==> src/rtl/alu_result_stage_pkg.sv <==
// Shared definitions for the ALU result stage.
//   - ALU opcode encodings (AND/OR/ADD/SUB/SLT/NOR/SLL/SRL/SRA)
//   - Flag bit positions inside the stage payload, counted from just above Z
//   - Occupancy states of the 2-entry skid buffer
package alu_result_stage_pkg;

  localparam logic [3:0] OP_AND = 4'b0000;
  localparam logic [3:0] OP_OR  = 4'b0001;
  localparam logic [3:0] OP_ADD = 4'b0010;
  localparam logic [3:0] OP_SLL = 4'b0011;
  localparam logic [3:0] OP_SUB = 4'b0110;
  localparam logic [3:0] OP_SLT = 4'b0111;
  localparam logic [3:0] OP_SRL = 4'b1000;
  localparam logic [3:0] OP_SRA = 4'b1001;
  localparam logic [3:0] OP_NOR = 4'b1100;

  // Payload layout: {op, ovf, neg, zero, z}
  localparam int unsigned FLAG_ZERO = 0;
  localparam int unsigned FLAG_NEG  = 1;
  localparam int unsigned FLAG_OVF  = 2;
  localparam int unsigned FLAG_W    = 3;

  typedef enum logic [1:0] {
    SKID_EMPTY = 2'd0,
    SKID_ONE   = 2'd1,
    SKID_TWO   = 2'd2
  } skid_state_e;

endpackage

==> src/rtl/alu_result_stage_result_skid.sv <==
// result_skid: generic 2-entry valid/ready skid buffer.
//   MAIN drives the outputs; SKID holds one extra entry while MAIN is stalled.
//   in_ready is a register, so there is no combinational path from out_ready.
// Ports:
//   clk, rst            clock, synchronous active-high reset
//   in_valid/in_ready   upstream handshake
//   in_data [PW]        upstream payload
//   out_valid/out_ready downstream handshake
//   out_data [PW]       payload of the MAIN entry
module result_skid
  import alu_result_stage_pkg::*;
#(
  parameter int unsigned PW = 39
) (
  input  logic          clk,
  input  logic          rst,
  input  logic          in_valid,
  output logic          in_ready,
  input  logic [PW-1:0] in_data,
  output logic          out_valid,
  input  logic          out_ready,
  output logic [PW-1:0] out_data
);

  skid_state_e   state_q, state_d;
  logic [PW-1:0] main_q, main_d;
  logic [PW-1:0] skid_q, skid_d;
  logic          rdy_q, rdy_d;
  logic          accept, emit;

  assign accept = in_valid && rdy_q;
  assign emit   = (state_q != SKID_EMPTY) && out_ready;

  always_comb begin
    state_d = state_q;
    main_d  = main_q;
    skid_d  = skid_q;
    case (state_q)
      SKID_EMPTY: begin
        if (accept) begin
          state_d = SKID_ONE;
          main_d  = in_data;
        end
      end
      SKID_ONE: begin
        if (accept && emit) begin
          main_d = in_data;
        end else if (accept) begin
          state_d = SKID_TWO;
          skid_d  = in_data;
        end else if (emit) begin
          state_d = SKID_EMPTY;
        end
      end
      SKID_TWO: begin
        // rdy_q is low here, so no accept can coincide with the drain
        if (emit) begin
          state_d = SKID_ONE;
          main_d  = skid_q;
        end
      end
      default: state_d = SKID_EMPTY;
    endcase
    rdy_d = (state_d != SKID_TWO);
  end

  always_ff @(posedge clk) begin
    if (rst) begin
      state_q <= SKID_EMPTY;
      main_q  <= '0;
      skid_q  <= '0;
      rdy_q   <= 1'b1;
    end else begin
      state_q <= state_d;
      main_q  <= main_d;
      skid_q  <= skid_d;
      rdy_q   <= rdy_d;
    end
  end

  assign in_ready  = rdy_q;
  assign out_valid = (state_q != SKID_EMPTY);
  assign out_data  = main_q;

endmodule

==> src/rtl/alu_result_stage.sv <==
// alu_result_stage: registered output stage behind the ALU datapath.
//   Captures result Z and opcode, derives zero/negative/overflow flags at
//   capture, and hands them downstream through a 2-entry skid buffer.
// Ports:
//   clk, rst                     clock, synchronous active-high reset
//   in_valid/in_ready            upstream handshake (in_ready registered)
//   in_z, in_op, in_ovf          ALU result, opcode, raw adder overflow
//   out_valid/out_ready          downstream handshake
//   out_z, out_op                registered result and opcode
//   out_zero, out_neg, out_ovf   flags (ovf only for ADD/SUB)
//   ovf_clr, ovf_sticky          sticky overflow clear / status
// Configuration macro: ALU_STICKY_OVF_EN enables the sticky overflow;
//   without it ovf_sticky is 0 and ovf_clr is ignored.
module alu_result_stage
  import alu_result_stage_pkg::*;
#(
  parameter int unsigned WIDTH    = 32,
  parameter int unsigned OP_WIDTH = 4
) (
  input  logic                clk,
  input  logic                rst,
  input  logic                in_valid,
  output logic                in_ready,
  input  logic [WIDTH-1:0]    in_z,
  input  logic [OP_WIDTH-1:0] in_op,
  input  logic                in_ovf,
  output logic                out_valid,
  input  logic                out_ready,
  output logic [WIDTH-1:0]    out_z,
  output logic [OP_WIDTH-1:0] out_op,
  output logic                out_zero,
  output logic                out_neg,
  output logic                out_ovf,
  input  logic                ovf_clr,
  output logic                ovf_sticky
);

  localparam int unsigned PW = OP_WIDTH + FLAG_W + WIDTH;

  logic          ovf_qual;
  logic [PW-1:0] in_payload, out_payload;

  assign ovf_qual   = in_ovf && ((in_op == OP_WIDTH'(OP_ADD)) || (in_op == OP_WIDTH'(OP_SUB)));
  assign in_payload = {in_op, ovf_qual, in_z[WIDTH-1], (in_z == '0), in_z};

  result_skid #(.PW(PW)) u_skid (
    .clk       (clk),
    .rst       (rst),
    .in_valid  (in_valid),
    .in_ready  (in_ready),
    .in_data   (in_payload),
    .out_valid (out_valid),
    .out_ready (out_ready),
    .out_data  (out_payload)
  );

  assign out_z    = out_payload[WIDTH-1:0];
  assign out_zero = out_payload[WIDTH+FLAG_ZERO];
  assign out_neg  = out_payload[WIDTH+FLAG_NEG];
  assign out_ovf  = out_payload[WIDTH+FLAG_OVF];
  assign out_op   = out_payload[PW-1 -: OP_WIDTH];

`ifdef ALU_STICKY_OVF_EN
  logic sticky_q, sticky_d;

  // Set has priority over clear in the same cycle
  always_comb begin
    sticky_d = sticky_q;
    if (out_valid && out_ready && out_ovf) begin
      sticky_d = 1'b1;
    end else if (ovf_clr) begin
      sticky_d = 1'b0;
    end
  end

  always_ff @(posedge clk) begin
    if (rst) begin
      sticky_q <= 1'b0;
    end else begin
      sticky_q <= sticky_d;
    end
  end

  assign ovf_sticky = sticky_q;
`else
  logic unused_ovf_clr;
  assign unused_ovf_clr = ovf_clr;
  assign ovf_sticky     = 1'b0;
`endif

endmodule

==> config.mk <==
export PLATFORM = sky130hd
export DESIGN_NAME = alu_result_stage
export DESIGN_NICKNAME = d
export VERILOG_FILES = /design/src/rtl/alu_result_stage_pkg.sv /design/src/rtl/alu_result_stage_result_skid.sv /design/src/rtl/alu_result_stage.sv
export SDC_FILE = /design/constraint.sdc
export NUM_CORES = 1
export LEC_CHECK = 0
export ABC_CLOCK_PERIOD_IN_PS = 2600
export BUFFER_PORTS_ARGS = -buffer_cell sky130_fd_sc_hd__buf_2
export CORE_MARGIN = 2
export CORE_UTILIZATION = 45
export DETAILED_ROUTE_END_ITERATION = 6
export PLACE_DENSITY = 0.77
export SLEW_MARGIN = 20
export SYNTH_ARGS = -nofsm -noshare
export SYNTH_HDL_FRONTEND = slang
export SYNTH_HIERARCHICAL = 1
export SYNTH_SLANG_ARGS = --single-unit
==> constraint.sdc <==
create_clock -name clk -period 2.6 [get_ports clk]
set_clock_uncertainty 0.05 [all_clocks]
set_input_delay 0.52 -clock clk [delete_from_list [all_inputs] [get_ports clk]]
set_output_delay 0.52 -clock clk [all_outputs]
set_load 0.03 [all_outputs]
==> flow_summary.ini, run 1 <==
[power_and_ir_drop]
cell_internal_pwr_mw = 2.04
p_seq_share_pct = 47.3
ir_drop_v = 0.000387
sw_frac_of_total_pct = 29.7
power_frac_clock_pct = 35.5
share_comb_of_total_power_pct = 17.2
p_per_area_nw_per_um2 = 725
power_switching_mw = 0.858
cellLeakagePower_nw = 1.84

[sta]
max_freq_mhz = 551
tns_ns = 0
rsz0062_at_grt = no
setup_viol = 0
hold_viol_final = 0
fin_crit_ns = 1.81
final.period_utilization_pct = 69.8
maxSlewViolCount = 0

[die]
initial_core_util_pct = 46.1
dieArea_sq_um = 8090
die_x_um = 89.9
ios = 84
rows = 31
coreArea_sq_um = 7210
die_h_um = 89.9

[drt]
viasPerCell = 5.24
route.vias.total = 2874
drt_pass1_iterations = 4
drt_iter0_drc = 100
totalWireLength_mm = 7.29
ant_nets = 0
wire_per_inst_um = 13.3
drc = 0

[clock_tree]
path_clk_slew_ns = 0.09
hold_buffers = 0
cts_tree = done
worstSkewPairLatency_ns = 0.35
post_cts_buffers = 0
cts-root-buf = clkbuf_8
cts_resized = 0
clockBufferDepth = 2
cts_buffers = 9
cts_max_level = 3
cts.sinks = 81

[synthesis]
yosys_warnings = 6
syn_area_sq_um = 3320
synth_top_area_share_pct = 48.8
yosys.area.top_type = dfxtp_1
async_reset_ff_share_pct = 0
synth_area_leaders = dfxtp_1 49%, mux2i_1 12%, a211oi_1 9.0%
synth.distinct_cells = 28
synthFlopType = dfxtp_1
synth.avg_cell_area_sq_um = 8.84
synthCells = 376
yosysSeqAreaShare_pct = 48.8
synth_nets = 418
synth_edf_count = 0
synth_seq_cells = 81

[hold_path]
holdCritPathClass = input pin to flop
hold_path_startpoint = in_z[0]

[final_layout]
multi_input_area_sq_um = 1550
stdcell_area_sq_um = 3990
regArea_sq_um = 1620
syn_to_final_growth_pct = 20.1
drive_above_1_share_pct = 24.7
fillerInstances = 689
antenna_cells = 0
stdcell_count = 548
final_nets = 486
final_util_pct = 55.3

[critical_path]
cp-end-kind = output pin
crit_chain = or2_2 > buf_2
cpPeakStageDelay_ns = 0.41
worst_ep_arrival_time_ns = 1.24
r2r-start = u_skid/state_q[1]$_SDFF_PP0_
cp_slowest_cell = dfxtp_1
path_class = flop to output pin
crit_path_start = u_skid/state_q[1]$_SDFF_PP0_
cp-start-kind = flop
crit_required_ns = 2.03
crit_fanout = 9

[placed_design]
gp_congestion = 0.750
dpl.hpwl_mm = 4.78
dp_cells = 532
dpl_cell_area_sq_um = 3770
port_buffers = 81

[global_routing]
grt_pass1_vias = 2624
grt_pass1_wl_mm = 11.9
grt_usage_pct = 18.0
grt_max_degree = 82
overflow = 0
antenna_found_initial = 0

[flow_run]
drv_cap = 0

[outcome]
outcome = finished, final reports clean
cells in the final DEF (no fill, tap or decap), drive strengths merged:
cell	instances
a211o	1
a21o	1
inv	2
clkinv	3
bufinv	2
nand4	2
or4b	1
nor2	41
nand2b	1
nor4bb	1
nand2	80
or2	1
nand4b	1
dfxtp	81
a21oi	39
nand4bb	1
a31oi	1
buf	88
mux2i	39
a211oi	40
nor4	8
clkbuf	9
nand3b	2
nor4b	1
conb	1
nand3	2
stage by stage:
step | total power, mW | setup slack (ns) | hold slack (ns)
after global routing | 3.02 | 0.692 | 0.370
after CTS | 2.92 | 0.768 | 0.353
final | 2.89 | 0.786 | 0.370
after floorplan | 1.74 | 0.869 | 0.386
after detailed placement | 1.90 | 0.698 | 0.396
after global placement | 1.88 | 0.721 | 0.390
final timing paths:
check | endpoint | slack [ns] | cells past startpoint
setup reg to reg | u_skid/out_data[35]$_SDFFE_PP0P_ | 0.89 | 5
setup / recovery | out_valid | 0.79 | 2
hold / removal | u_skid/skid_q[0]$_SDFFE_PP0P_ | 0.37 | 3
hold reg to reg | u_skid/skid_q[37]$_SDFFE_PP0P_ | 0.41 | 2
flip-flops by register name (all words and copies together) (netlist names):
register / count
u_skid/skid_q: 39
u_skid/out_data: 39
u_skid/state_q: 2
u_skid/in_ready: 1
power groups by stage:
stage	clock network [mW]	registers, mW	logic (mW)
finish	1.03	1.37	0.498
CTS	1.05	1.37	0.501
global placement	0	1.39	0.490
global route	1.10	1.38	0.538
detailed placement	0	1.40	0.500
floorplan	0	1.52	0.213
area by class of cell:
class	count	share of cell area, %
Clock buffer	9	3.10
Clock inverter	7	2.51
Multi-Input combinational cell	264	38.9
Sequential cell	81	40.6
Tap cell	99	3.10
Timing Repair Buffer	88	11.8
cells in the mapped netlist, types with 2 or more instances:
cell type and n:
buf_2 13, nor4_1 7, mux2i_1 39, dfxtp_1 81, nand2_1 79, a211oi_1 40, nand3b_1 2, nand4_1 2
clkbuf_1 12, buf_4 4, a21oi_1 39, nor2_1 41, buf_6 2
critical path, delay by kind of cell (launching register included):
family                 cells  cell delay, ns
buffers and inverters      1            0.18
flip-flops                 1            0.41
AND/OR/NAND/NOR            1            0.30
metal layers:
| metal | vias up | wire [um] | track usage, % |
|---|---|---|---|
| li1 | 1443 | - | - |
| met1 | 1338 | 3320 | 22.1 |
| met2 | 80 | 3480 | 30.4 |
| met3 | 13 | 351 | 3.52 |
| met4 | 0 | 140 | 8.33 |
| met5 | - | 0 | 0 |
kinds of logic (layout without fill, tap and decap cells):
kind of cell,count (synthesis),count (layout),synth area share (%)
AOI/OAI and AO/OA,82,82,15.6
DFF,81,81,48.8
and+or+nand+nor,142,142,18.9
muxes,39,39,11.7
buffers and inverters,31,104,4.89
other,1,1,0.113
Note: power is estimated with default switching activity, not from simulation.
==> run 2: changes to the inputs <==
--- a/config.mk
+++ b/config.mk
@@ -5,7 +5,7 @@
 export SDC_FILE = /design/constraint.sdc
 export NUM_CORES = 1
 export LEC_CHECK = 0
-export ABC_CLOCK_PERIOD_IN_PS = 2600
+export ABC_CLOCK_PERIOD_IN_PS = 1900
 export BUFFER_PORTS_ARGS = -buffer_cell sky130_fd_sc_hd__buf_2
 export CORE_MARGIN = 2
 export CORE_UTILIZATION = 45
==> constraint.sdc (replaced) <==
create_clock -name clk -period 1.9 [get_ports clk]
set_clock_uncertainty 0.05 [all_clocks]
set_input_delay 0.38 -clock clk [delete_from_list [all_inputs] [get_ports clk]]
set_output_delay 0.38 -clock clk [all_outputs]
set_load 0.03 [all_outputs]
==> run 2 against run 1 <==
  * Total power grew 30%
  * Clock power up 17%
  * Worst setup slack worse by 0.59 ns
  * Sequential power grew 36%
  * Cell count shrank 0.18%
  * Combinational power grew 38%
  * Register-to-register slack lost 0.70 ns
  * First-iteration DRC count increased by 18%
  * Critical path depth rose by 2
  * Critical path type is now flop to flop
  * Largest power group unchanged
==> flow_summary.ini, run 2 (same netlist as run 1, synthesis figures left out) <==
[outcome]
outcome = finished, final reports clean

[clock_tree]
path_clk_slew_ns = 0.08
hold_buffers = 0
clockBufferDepth = 2
cts_resized = 0
cts_buffers = 9
worstSkewPairLatency_ns = 0.35
post_cts_buffers = 0
cts_max_level = 3
cts.sinks = 81
cts_tree = done
cts-root-buf = clkbuf_8

[die]
rows = 31
dieArea_sq_um = 8090
die_x_um = 89.9
ios = 84
coreArea_sq_um = 7210
die_h_um = 89.9
initial_core_util_pct = 46.1

[sta]
setup_viol = 0
worst_hold_slack_ns = 0.235
rsz0062_at_grt = no
hold_viol_final = 0
final.period_utilization_pct = 89.9
fin_crit_ns = 1.71
tns_ns = 0
maxSlewViolCount = 0
max_freq_mhz = 586

[global_routing]
grt_pass1_vias = 2583
grt_max_degree = 47
grt_pass1_wl_mm = 12.1
overflow = 0
antenna_found_initial = 0
grt_usage_pct = 18.0

[power_and_ir_drop]
ir_drop_v = 0.000435
share_comb_of_total_power_pct = 18.2
cell_internal_pwr_mw = 2.67
sw_frac_of_total_pct = 29.3
power_switching_mw = 1.10
cellLeakagePower_nw = 1.83
p_per_area_nw_per_um2 = 950
p_seq_share_pct = 49.6
power_frac_clock_pct = 32.1

[drt]
wire_per_inst_um = 13.4
totalWireLength_mm = 7.34
drt_iter0_drc = 118
drc = 0
route.vias.total = 2887
ant_nets = 0
drt_pass1_iterations = 4
viasPerCell = 5.28

[critical_path]
r2r_setup_slack_ns = 0.19
r2r_end = u_skid/skid_q[35]$_SDFFE_PP0P_
critPathBufInv = 0
path_class = flop to flop
cpPeakStageDelay_ns = 0.75
rr_worst_depth = 4
cp_slowest_cell = or4b_4
cp-start-kind = flop
crit_required_ns = 2.07
critPathTopFamily = simple AND/OR/NAND/NOR gates
cp-end-kind = flop
r2r-start = u_skid/in_ready$_SDFF_PP1_
crit_chain = nand2_2 > or4b_4 > nand2_1 > a21oi_1
worst_ep_arrival_time_ns = 1.88
crit_fanout = 39

[final_layout]
antenna_cells = 0
syn_to_final_growth_pct = 19.5
fillerInstances = 708
final_nets = 487
drive_above_1_share_pct = 24.3
stdcell_area_sq_um = 3970
final_cell_mix = 81 x buf_2, 81 x dfxtp_1, 79 x nand2_1

[hold_path]
hold_end = u_skid/skid_q[21]$_SDFFE_PP0P_
holdCritPathClass = input pin to flop
min_path_cells = 3
hold_path_startpoint = in_z[21]

[flow_run]
drv_cap = 0

[placed_design]
port_buffers = 81
dpl.hpwl_mm = 4.90
dpl_cell_area_sq_um = 3790
gp_congestion = 0.757
## run 2: tightest hold or removal path, delay by kind of cell
| kind | cells | cell delay [ns] |
|---|---|---|
| AO/OA/AOI/OAI | 1 | 0.05 |
| AND/OR/NAND/NOR | 1 | 0.05 |
| buffers and inverters | 1 | 0.11 |
## run 2: through the flow
step / worst slack (ns) / total power [mW] / std cells / utilization, %
after global routing: 0.114 / 3.93 / 547 / 55.0
after floorplan: 0.169 / 2.38 / 376 / -
after detailed placement: 0.124 / 2.60 / 533 / 52.5
after CTS: 0.203 / 3.81 / 547 / 55.0
after global placement: 0.170 / 2.58 / 533 / 52.5
final: 0.193 / 3.77 / 547 / 55.0
## run 2: routing by layer
layer | global-route usage (%) | vias up | part of all wire [%] | wire (um)
met5 | 0 | - | 0 | 0
met4 | 7.69 | 0 | 1.8 | 134
met3 | 3.60 | 12 | 5.1 | 376
met2 | 29.7 | 85 | 47 | 3470
met1 | 23.0 | 1346 | 46 | 3360
li1 | - | 1444 | - | -
## run 2: final cells by class
cell class                 count  area, sq um  area share, %
sequential                    81         1620           40.8
multi-input combinational    264         1550           39.0
timing repair buffer          89          490           12.4
clock buffer                  11          141           3.56
tap                           99          124           3.12
clock inverter                 3         42.5           1.07
## run 2: worst max path at each step
stage	startpoint	to	slack [ns]	cells after the start
global placement	in_valid	u_skid/skid_q[33]$_SDFFE_PP0P_	0.17	5
global route	u_skid/in_ready$_SDFF_PP1_	u_skid/skid_q[28]$_SDFFE_PP0P_	0.11	4
CTS	u_skid/in_ready$_SDFF_PP1_	u_skid/skid_q[14]$_SDFFE_PP0P_	0.20	4
floorplan	u_skid/in_ready$_SDFF_PP1_	u_skid/skid_q[28]$_SDFFE_PP0P_	0.17	6
finish	u_skid/in_ready$_SDFF_PP1_	u_skid/skid_q[35]$_SDFFE_PP0P_	0.19	4
detailed placement	in_valid	u_skid/skid_q[35]$_SDFFE_PP0P_	0.12	5
## run 2: power groups by stage
stage / combinational (mW) / sequential (mW) / clock, mW
final: 0.687 / 1.87 / 1.21
after floorplan: 0.292 / 2.09 / 0
after global placement: 0.678 / 1.91 / 0
after detailed placement: 0.692 / 1.91 / 0
after global routing: 0.748 / 1.89 / 1.29
after CTS: 0.693 / 1.87 / 1.24
